$ cat config.mk
export PLATFORM = sky130hd
export DESIGN_NAME = stmn_frame_gen
export DESIGN_NICKNAME = d
export VERILOG_FILES = /design/src/rtl/stmn_frame_gen.sv
export SDC_FILE = /design/constraint.sdc
export NUM_CORES = 1
export LEC_CHECK = 0
export CORE_MARGIN = 2
export CORE_UTILIZATION = 55
export CTS_CLUSTER_DIAMETER = 60
export DETAILED_ROUTE_END_ITERATION = 10
export PLACE_DENSITY = 0.8
export RECOVER_POWER = 25
export SYNTH_ARGS = -nofsm -noshare
export SYNTH_HDL_FRONTEND = slang
export SYNTH_SLANG_ARGS = --single-unit
$ cat constraint.sdc
create_clock -name clk -period 3.63 [get_ports clk]
set_input_delay 0.9075 -clock clk [delete_from_list [all_inputs] [get_ports clk]]
set_output_delay 0.9075 -clock clk [all_outputs]
set_load 0.02 [all_outputs]
$ cat src/rtl/stmn_frame_gen.sv
`default_nettype none
// ============================================================================
// Module      : stmn_frame_gen
// Description : Byte-serial STM-N frame generator with SOH insertion, running
//               B1 parity and FILL substitution on payload underrun.
// Revision    : 1.0 - initial release
// ============================================================================
module stmn_frame_gen #(
   parameter int         N      = 1,
   parameter int         PTR    = 522,
   parameter logic [7:0] J0_VAL = 8'h01,
   parameter logic [7:0] FILL   = 8'h00
) (
   input  logic        clk,
   input  logic        rst,
   input  logic        en,
   input  logic [7:0]  in_data,
   input  logic        in_valid,
   output logic        in_ready,
   output logic [7:0]  out_data,
   output logic        out_valid,
   output logic        out_sof,
   output logic        out_oh,
   output logic        underrun,
   output logic [15:0] frame_cnt
);

   localparam int c_cols  = 270 * N;
   localparam int c_col_w = $clog2(c_cols);

   localparam logic [c_col_w-1:0] c_col_last = c_col_w'(c_cols - 1);
   localparam logic [c_col_w-1:0] c_col_inc  = c_col_w'(1);
   localparam logic [c_col_w-1:0] c_col_zero = '0;
   localparam logic [c_col_w-1:0] c_oh_cols  = c_col_w'(9 * N);
   localparam logic [c_col_w-1:0] c_a2_start = c_col_w'(3 * N);
   localparam logic [c_col_w-1:0] c_j0_col   = c_col_w'(6 * N);
   localparam logic [c_col_w-1:0] c_ci_end   = c_col_w'(N);
   localparam logic [c_col_w-1:0] c_h2_col   = c_col_w'(3 * N);
   localparam logic [c_col_w-1:0] c_ff_end   = c_col_w'(4 * N);
   localparam logic [3:0]         c_row_last = 4'd8;

   localparam logic [9:0] c_ptr = 10'(PTR);
   localparam logic [7:0] c_a1  = 8'hF6;
   localparam logic [7:0] c_a2  = 8'h28;
   localparam logic [7:0] c_ci  = 8'h93;
   localparam logic [7:0] c_h1  = {4'b0110, 2'b10, c_ptr[9:8]};
   localparam logic [7:0] c_h2  = c_ptr[7:0];

   logic [c_col_w-1:0] r_col;
   logic [3:0]         r_row;
   logic [7:0]         r_acc;
   logic [7:0]         r_b1;
   logic [15:0]        r_frame_cnt;
   logic [7:0]         r_out_data;
   logic               r_out_valid;
   logic               r_out_sof;
   logic               r_out_oh;
   logic               r_underrun;

   logic               w_payload;
   logic               w_first;
   logic               w_last;
   logic               w_col_wrap;
   logic [7:0]         w_oh_byte;
   logic [7:0]         w_byte;
   logic [7:0]         w_acc_next;

   assign w_payload  = (r_col >= c_oh_cols);
   assign w_first    = (r_row == 4'd0) && (r_col == c_col_zero);
   assign w_col_wrap = (r_col == c_col_last);
   assign w_last     = (r_row == c_row_last) && w_col_wrap;

   // Ready is purely positional so upstream can present data without a bubble.
   assign in_ready = en & ~rst & w_payload;

   always_comb begin
      w_oh_byte = 8'h00;
      case (r_row)
         4'd0: begin
            if (r_col < c_a2_start) begin
               w_oh_byte = c_a1;
            end else if (r_col < c_j0_col) begin
               w_oh_byte = c_a2;
            end else if (r_col == c_j0_col) begin
               w_oh_byte = J0_VAL;
            end
         end
         4'd1: begin
            if (r_col == c_col_zero) begin
               w_oh_byte = r_b1;
            end
         end
         4'd3: begin
            if (r_col == c_col_zero) begin
               w_oh_byte = c_h1;
            end else if (r_col < c_ci_end) begin
               w_oh_byte = c_ci;
            end else if (r_col == c_h2_col) begin
               w_oh_byte = c_h2;
            end else if ((r_col > c_h2_col) && (r_col < c_ff_end)) begin
               w_oh_byte = 8'hFF;
            end
         end
         default: begin
            w_oh_byte = 8'h00;
         end
      endcase
   end

   always_comb begin
      w_byte = w_oh_byte;
      if (w_payload) begin
         w_byte = in_valid ? in_data : FILL;
      end
   end

   // B1 covers every emitted byte, the B1 slot itself included.
   assign w_acc_next = r_acc ^ w_byte;

   always_ff @(posedge clk) begin
      if (rst) begin
         r_col       <= '0;
         r_row       <= 4'd0;
         r_acc       <= 8'h00;
         r_b1        <= 8'h00;
         r_frame_cnt <= 16'd0;
         r_out_data  <= 8'h00;
         r_out_valid <= 1'b0;
         r_out_sof   <= 1'b0;
         r_out_oh    <= 1'b0;
         r_underrun  <= 1'b0;
      end else if (en) begin
         r_out_data  <= w_byte;
         r_out_valid <= 1'b1;
         r_out_sof   <= w_first;
         r_out_oh    <= ~w_payload;
         r_underrun  <= w_payload & ~in_valid;
         if (w_last) begin
            r_b1        <= w_acc_next;
            r_acc       <= 8'h00;
            r_frame_cnt <= r_frame_cnt + 16'd1;
         end else begin
            r_acc <= w_acc_next;
         end
         if (w_col_wrap) begin
            r_col <= '0;
            r_row <= (r_row == c_row_last) ? 4'd0 : r_row + 4'd1;
         end else begin
            r_col <= r_col + c_col_inc;
         end
      end else begin
         // Paused: only the valid strobe drops, the rest holds for the sink.
         r_out_valid <= 1'b0;
      end
   end

   assign out_data  = r_out_data;
   assign out_valid = r_out_valid;
   assign out_sof   = r_out_sof;
   assign out_oh    = r_out_oh;
   assign underrun  = r_underrun;
   assign frame_cnt = r_frame_cnt;

endmodule
`default_nettype wire

==> flow_summary.json, run 1 <==
{
  "ys_types": 58,
  "avgSynthCellArea_um2": 8.47,
  "p_seq_share_pct": 50.5,
  "rsz0062_at_grt": "false",
  "synthTopCellsByCount": "dfxtp_1 (57), nor2_1 (41), nand2_1 (23)",
  "path_class": "primary input to output port",
  "cts_max_path_buffers": 2,
  "synthFlopType": "dfxtp_1",
  "leakage_nw": 1.37,
  "yosysTopAreaCell": "dfxtp_1",
  "cp_max_fo": 4,
  "drt_wl_total_um": 7200,
  "dr_wl_met3_um": 373,
  "clk_latency_ns": 0.34,
  "power.switching_mw": 0.338,
  "synth_edf_count": 0,
  "synth-seq-area-share_pct": 38.0,
  "startpoint_type": "primary input",
  "fin_skew_ns": 0.00670,
  "fin_nets": 411,
  "grt_pass1_wl_um": 12100,
  "hold_path_class": "flop to flop",
  "slew_viol_final": 0,
  "die_h_um": 77.9,
  "finalWeightedCongestion": 0.870,
  "crit_arrival_ns": 2.46,
  "final_layout_size_suffix_gt1_share_pct": 7.11,
  "num_antenna_cells": 0,
  "yosys.area.top_type_share_pct": 38.0,
  "numCtsBuffers": 9,
  "status": "finished, final reports clean",
  "fp.dieW_um": 77.9,
  "syn2layout_area_growth_pct": 20.6,
  "hold_buffers": 0,
  "design_area_mm2": 0.00363,
  "grt.total_usage_pct": 25.3,
  "cts_tree": "built",
  "row_count": 26,
  "hold_viol": 0,
  "fin_crit_ns": 3.37,
  "wl_met1_um": 3300,
  "clk_pin_slew_ns": 0.06,
  "reg2reg_depth": 5,
  "clkSinkCount": 57,
  "yosysWarnings": 0,
  "power_frac_comb_pct": 10.3,
  "postPlaceCellArea_mm2": 0.00346,
  "setup-violations-final": 0,
  "dieArea_mm2": 0.00607,
  "clock.fmax_mhz": 297,
  "dr_total_vias": 2762,
  "critPathRequiredTime_ns": 2.72,
  "hold_depth": 2,
  "ios": 41,
  "numPortBuffers": 40,
  "syn_nets": 375,
  "synth_area_mm2": 0.00301,
  "ys_async_sr_fraction_pct": 0,
  "fill_cells": 445,
  "register_area_mm2": 0.00114,
  "tns_ns": 0,
  "drv_cap": 0,
  "internal-power_mw": 0.982,
  "p_clk_share_pct": 39.2,
  "drc": 0,
  "wire_per_inst_um": 15.5,
  "end_kind": "output port",
  "synth_area_leaders": "dfxtp_1 (38%), nor2_1 (5.1%), xor2_1 (4.7%), ha_1 (3.3%), nand4_1 (3.1%)",
  "yosysMostFrequentCell": "dfxtp_1",
  "switching_share_pct": 25.6,
  "highest_layer": "met4",
  "routed-wl-met2_um": 3350,
  "grt_pass1_vias": 2534,
  "multi_input_area_mm2": 0.00174,
  "clock_tree.root_cell": "clkbuf_8",
  "vdd_ir_drop_max_mv": 0.203,
  "grt_max_degree": 37,
  "start_util_pct": 57.7,
  "dp_hpwl_um": 4900,
  "routed_via_density": 5.95,
  "ant_nets": 0,
  "grt_overflow": 0,
  "core_area_mm2": 0.00520,
  "fin_crit_sh_pct": 92.8,
  "tightest_slew_ns": 0.784,
  "synth-seq-cells": 57,
  "power_density_mw_per_mm2": 364,
  "relSlewSlack_pct": 47.5,
  "drtPass1Iterations": 6,
  "syn-instance-count": 355,
  "grt_antenna_before_repair": 0,
  "post_cts_resized": 0,
  "cts_setup_buffers": 0,
  "htreeDepth": 3,
  "drt_iter0_markers": 147
}
## placed cells by master, fill, tap and decap left out, types with 7 or more instances in the layout
master,synthesis,routed
xnor2_1,7,7
a22o_1,7,7
inv_1,10,10
dfxtp_1,57,57
clkdlybuf4s50_1,0,22
nand2_1,23,23
mux2i_1,8,8
nor3_1,14,14
dlygate4sd3_1,0,18
clkbuf_8,0,11
ha_1,8,8
nand3_1,10,10
nor2_1,41,41
and3_1,7,7
xor2_1,16,16
o31ai_1,7,7
nand4_1,15,15
o21ai_0,11,11
## logic make-up (layout without fill, tap and decap cells)
kind of cell | count (synthesis) | in the layout | synth area share (%)
compound gates | 73 | 73 | 17.6
fa+ha+maj | 8 | 8 | 3.33
flops | 57 | 57 | 38.0
buf+inv | 32 | 71 | 4.12
simple gates | 153 | 153 | 27.2
mux | 9 | 9 | 3.04
xor+xnor | 23 | 23 | 6.70
## worst max-delay path, cell delays in order
cell and delay (ns):
dlygate4sd3_1 0.57, nand2b_1 0.20, nor2_1 0.16, clkdlybuf4s50_1 0.62
## worst paths after layout
check / slack [ns] / to / startpoint
max reg2reg: 0.78 / r_b1[0] / r_col[4]
max: 0.26 / in_ready / rst
min: 0.45 / r_b1[3] / r_b1[3]
min reg2reg: 0.45 / r_b1[3] / r_b1[3]
## power by group through the flow
stage / registers (mW) / clock network, mW / logic [mW]
global route: 0.669 / 0.556 / 0.148
CTS: 0.667 / 0.527 / 0.140
finish: 0.667 / 0.518 / 0.136
global placement: 0.679 / 0 / 0.136
floorplan: 0.686 / 0 / 0.0799
detailed placement: 0.680 / 0 / 0.138
## registers in the layout, summed over array words and instances (netlist names)
register and flops:
r_col 9, out_sof 1, r_row 4, frame_cnt 16
out_oh 1, r_acc 8, out_data 8, underrun 1
out_valid 1, r_b1 8
## stage by stage
stage | utilization (%) | hold slack (ns) | std cells | setup slack (ns) | power, mW
floorplan | - | 0.425 | 355 | 0.701 | 0.766
global placement | 66.5 | 0.437 | 450 | 0.390 | 0.815
detailed placement | 66.5 | 0.440 | 450 | 0.377 | 0.818
CTS | 69.7 | 0.453 | 464 | 0.378 | 1.33
global route | 69.7 | 0.483 | 464 | 0.160 | 1.37
finish | 69.7 | 0.451 | 464 | 0.261 | 1.32
## routing by layer
metal	track usage, %	vias to the layer above
met5	0	-
met3	5.35	18
met2	38.9	86
li1	-	1368
met1	33.0	1290
met4	14.4	0
## cell type report
| cell class | instances | area share, % |
|---|---|---|
| Sequential cell | 57 | 31.5 |
| Clock buffer | 11 | 4.18 |
| Timing Repair Buffer | 47 | 12.4 |
| Tap cell | 70 | 2.42 |
| Inverter | 10 | 1.04 |
| Clock inverter | 3 | 0.483 |
| Multi-Input combinational cell | 266 | 48.0 |
No activity file was read; power rests on OpenSTA's default activity.
==> inputs of run 2 (changes only) <==
--- a/config.mk
+++ b/config.mk
@@ -5,7 +5,8 @@
 export SDC_FILE = /design/constraint.sdc
 export NUM_CORES = 1
 export LEC_CHECK = 0
-export CORE_MARGIN = 2
+export ABC_CLOCK_PERIOD_IN_PS = 3630
+export CORE_MARGIN = 1.5
 export CORE_UTILIZATION = 55
 export CTS_CLUSTER_DIAMETER = 60
 export DETAILED_ROUTE_END_ITERATION = 10
==> flow_summary.json, run 2 (same netlist as run 1, synthesis figures left out) <==
{
  "path_class": "primary input to output port",
  "power_density_mw_per_mm2": 413,
  "tightest_slew_ns": 0.820,
  "numPortBuffers": 40,
  "hold_viol": 0,
  "post_cts_resized": 0,
  "dp_hpwl_um": 5040,
  "clock.fmax_mhz": 300,
  "place_inst": 450,
  "finalWeightedCongestion": 0.882,
  "dieArea_mm2": 0.00592,
  "postLayoutCoreUtil_pct": 71.4,
  "htreeDepth": 3,
  "cts_setup_buffers": 0,
  "critPathRequiredTime_ns": 2.72,
  "numCtsBuffers": 9,
  "end_kind": "output port",
  "cts_max_path_buffers": 2,
  "design_area_mm2": 0.00369,
  "mostFrequentLayoutCells": "dfxtp_1 (57), nor2_1 (41), nand2_1 (23)",
  "vdd_ir_drop_max_mv": 0.271,
  "grt_pass1_vias": 2519,
  "fp.dieW_um": 76.9,
  "clk_latency_ns": 0.35,
  "clkSinkCount": 57,
  "syn2layout_area_growth_pct": 22.9,
  "rsz0062_at_grt": "false",
  "grt_overflow": 0,
  "tns_ns": 0,
  "hold_path_class": "flop to flop",
  "fin_crit_sh_pct": 91.8,
  "leakage_nw": 1.40,
  "slew_viol_final": 0,
  "die_h_um": 76.9,
  "startpoint_type": "primary input",
  "grt_pass1_wl_um": 12300,
  "dr_total_vias": 2812,
  "status": "finished, final reports clean",
  "hold_buffers": 0,
  "start_util_pct": 58.1,
  "final_common_cell": "dfxtp_1",
  "grt_antenna_before_repair": 0,
  "drt_iter0_markers": 177,
  "wire_per_inst_um": 15.8,
  "cp_max_fo": 4,
  "final_layout_size_suffix_gt1_share_pct": 7.07,
  "fill_cells": 416,
  "core_area_mm2": 0.00517,
  "ios": 41,
  "finalNonFillerCells": 466,
  "crit_arrival_ns": 2.43,
  "postPlaceCellArea_mm2": 0.00346,
  "drt_wl_total_um": 7390,
  "largest_reg_flops": 16,
  "whs_ns": 0.457,
  "fin_nets": 411,
  "fin_crit_ns": 3.33,
  "fin_skew_ns": 0.00716,
  "clk_pin_slew_ns": 0.07,
  "num_antenna_cells": 0,
  "drc": 0,
  "grt_max_degree": 37,
  "clock_tree.root_cell": "clkbuf_8",
  "routed_via_density": 6.03,
  "grt.total_usage_pct": 26.6,
  "drv_cap": 0,
  "ant_nets": 0,
  "cts_tree": "built",
  "setup-violations-final": 0,
  "relSlewSlack_pct": 44.8,
  "row_count": 26,
  "drtPass1Iterations": 4
}
[run 2: through the flow]
step                setup slack, ns  power, mW
floorplan                     0.701      0.766
global placement              0.454      0.815
finish                        0.297       1.52
detailed placement            0.428      0.819
global route                  0.242       1.58
CTS                           0.365       1.54
[run 2: routing by layer]
metal | global-route usage [%] | share of wire [%] | vias up | wire length [um]
li1 | - | - | 1371 | -
met1 | 34.4 | 45 | 1326 | 3300
met2 | 42.5 | 48 | 101 | 3510
met3 | 4.88 | 5.6 | 14 | 416
met4 | 13.1 | 2.1 | 0 | 154
met5 | 0 | 0 | - | 0
[run 2: final timing paths]
| path | endpoint | from | cells past startpoint | slack, ns |
|---|---|---|---|---|
| worst max-delay path | in_ready | rst | 4 | 0.30 |
| worst min-delay path | r_b1[2] | r_b1[2] | 2 | 0.46 |
| worst max register to register | r_b1[0] | r_col[4] | 5 | 0.79 |
| worst min register to register | r_b1[2] | r_b1[2] | 2 | 0.46 |
[run 2: where the power goes]
group	internal, mW	total (mW)	switching, mW	leakage [nW]
clock	0.456	0.721	0.265	0.118
combinational	0.0613	0.137	0.0753	0.821
sequential	0.647	0.667	0.0197	0.464
total	1.16	1.52	0.360	1.40
[run 2: critical path: stages]
cell	delay, ns
dlygate4sd3_1	0.55
nand2b_1	0.19
nor2_1	0.16
clkdlybuf4s50_1	0.62
[run 2: area by class of cell]
class	count	area [um^2]	area share, %
multi-input combinational	266	1740	47.1
tap	70	87.6	2.37
clock inverter	5	104	2.81
timing repair buffer	47	453	12.3
inverter	10	37.5	1.02
sequential	57	1140	30.9
clock buffer	11	131	3.56
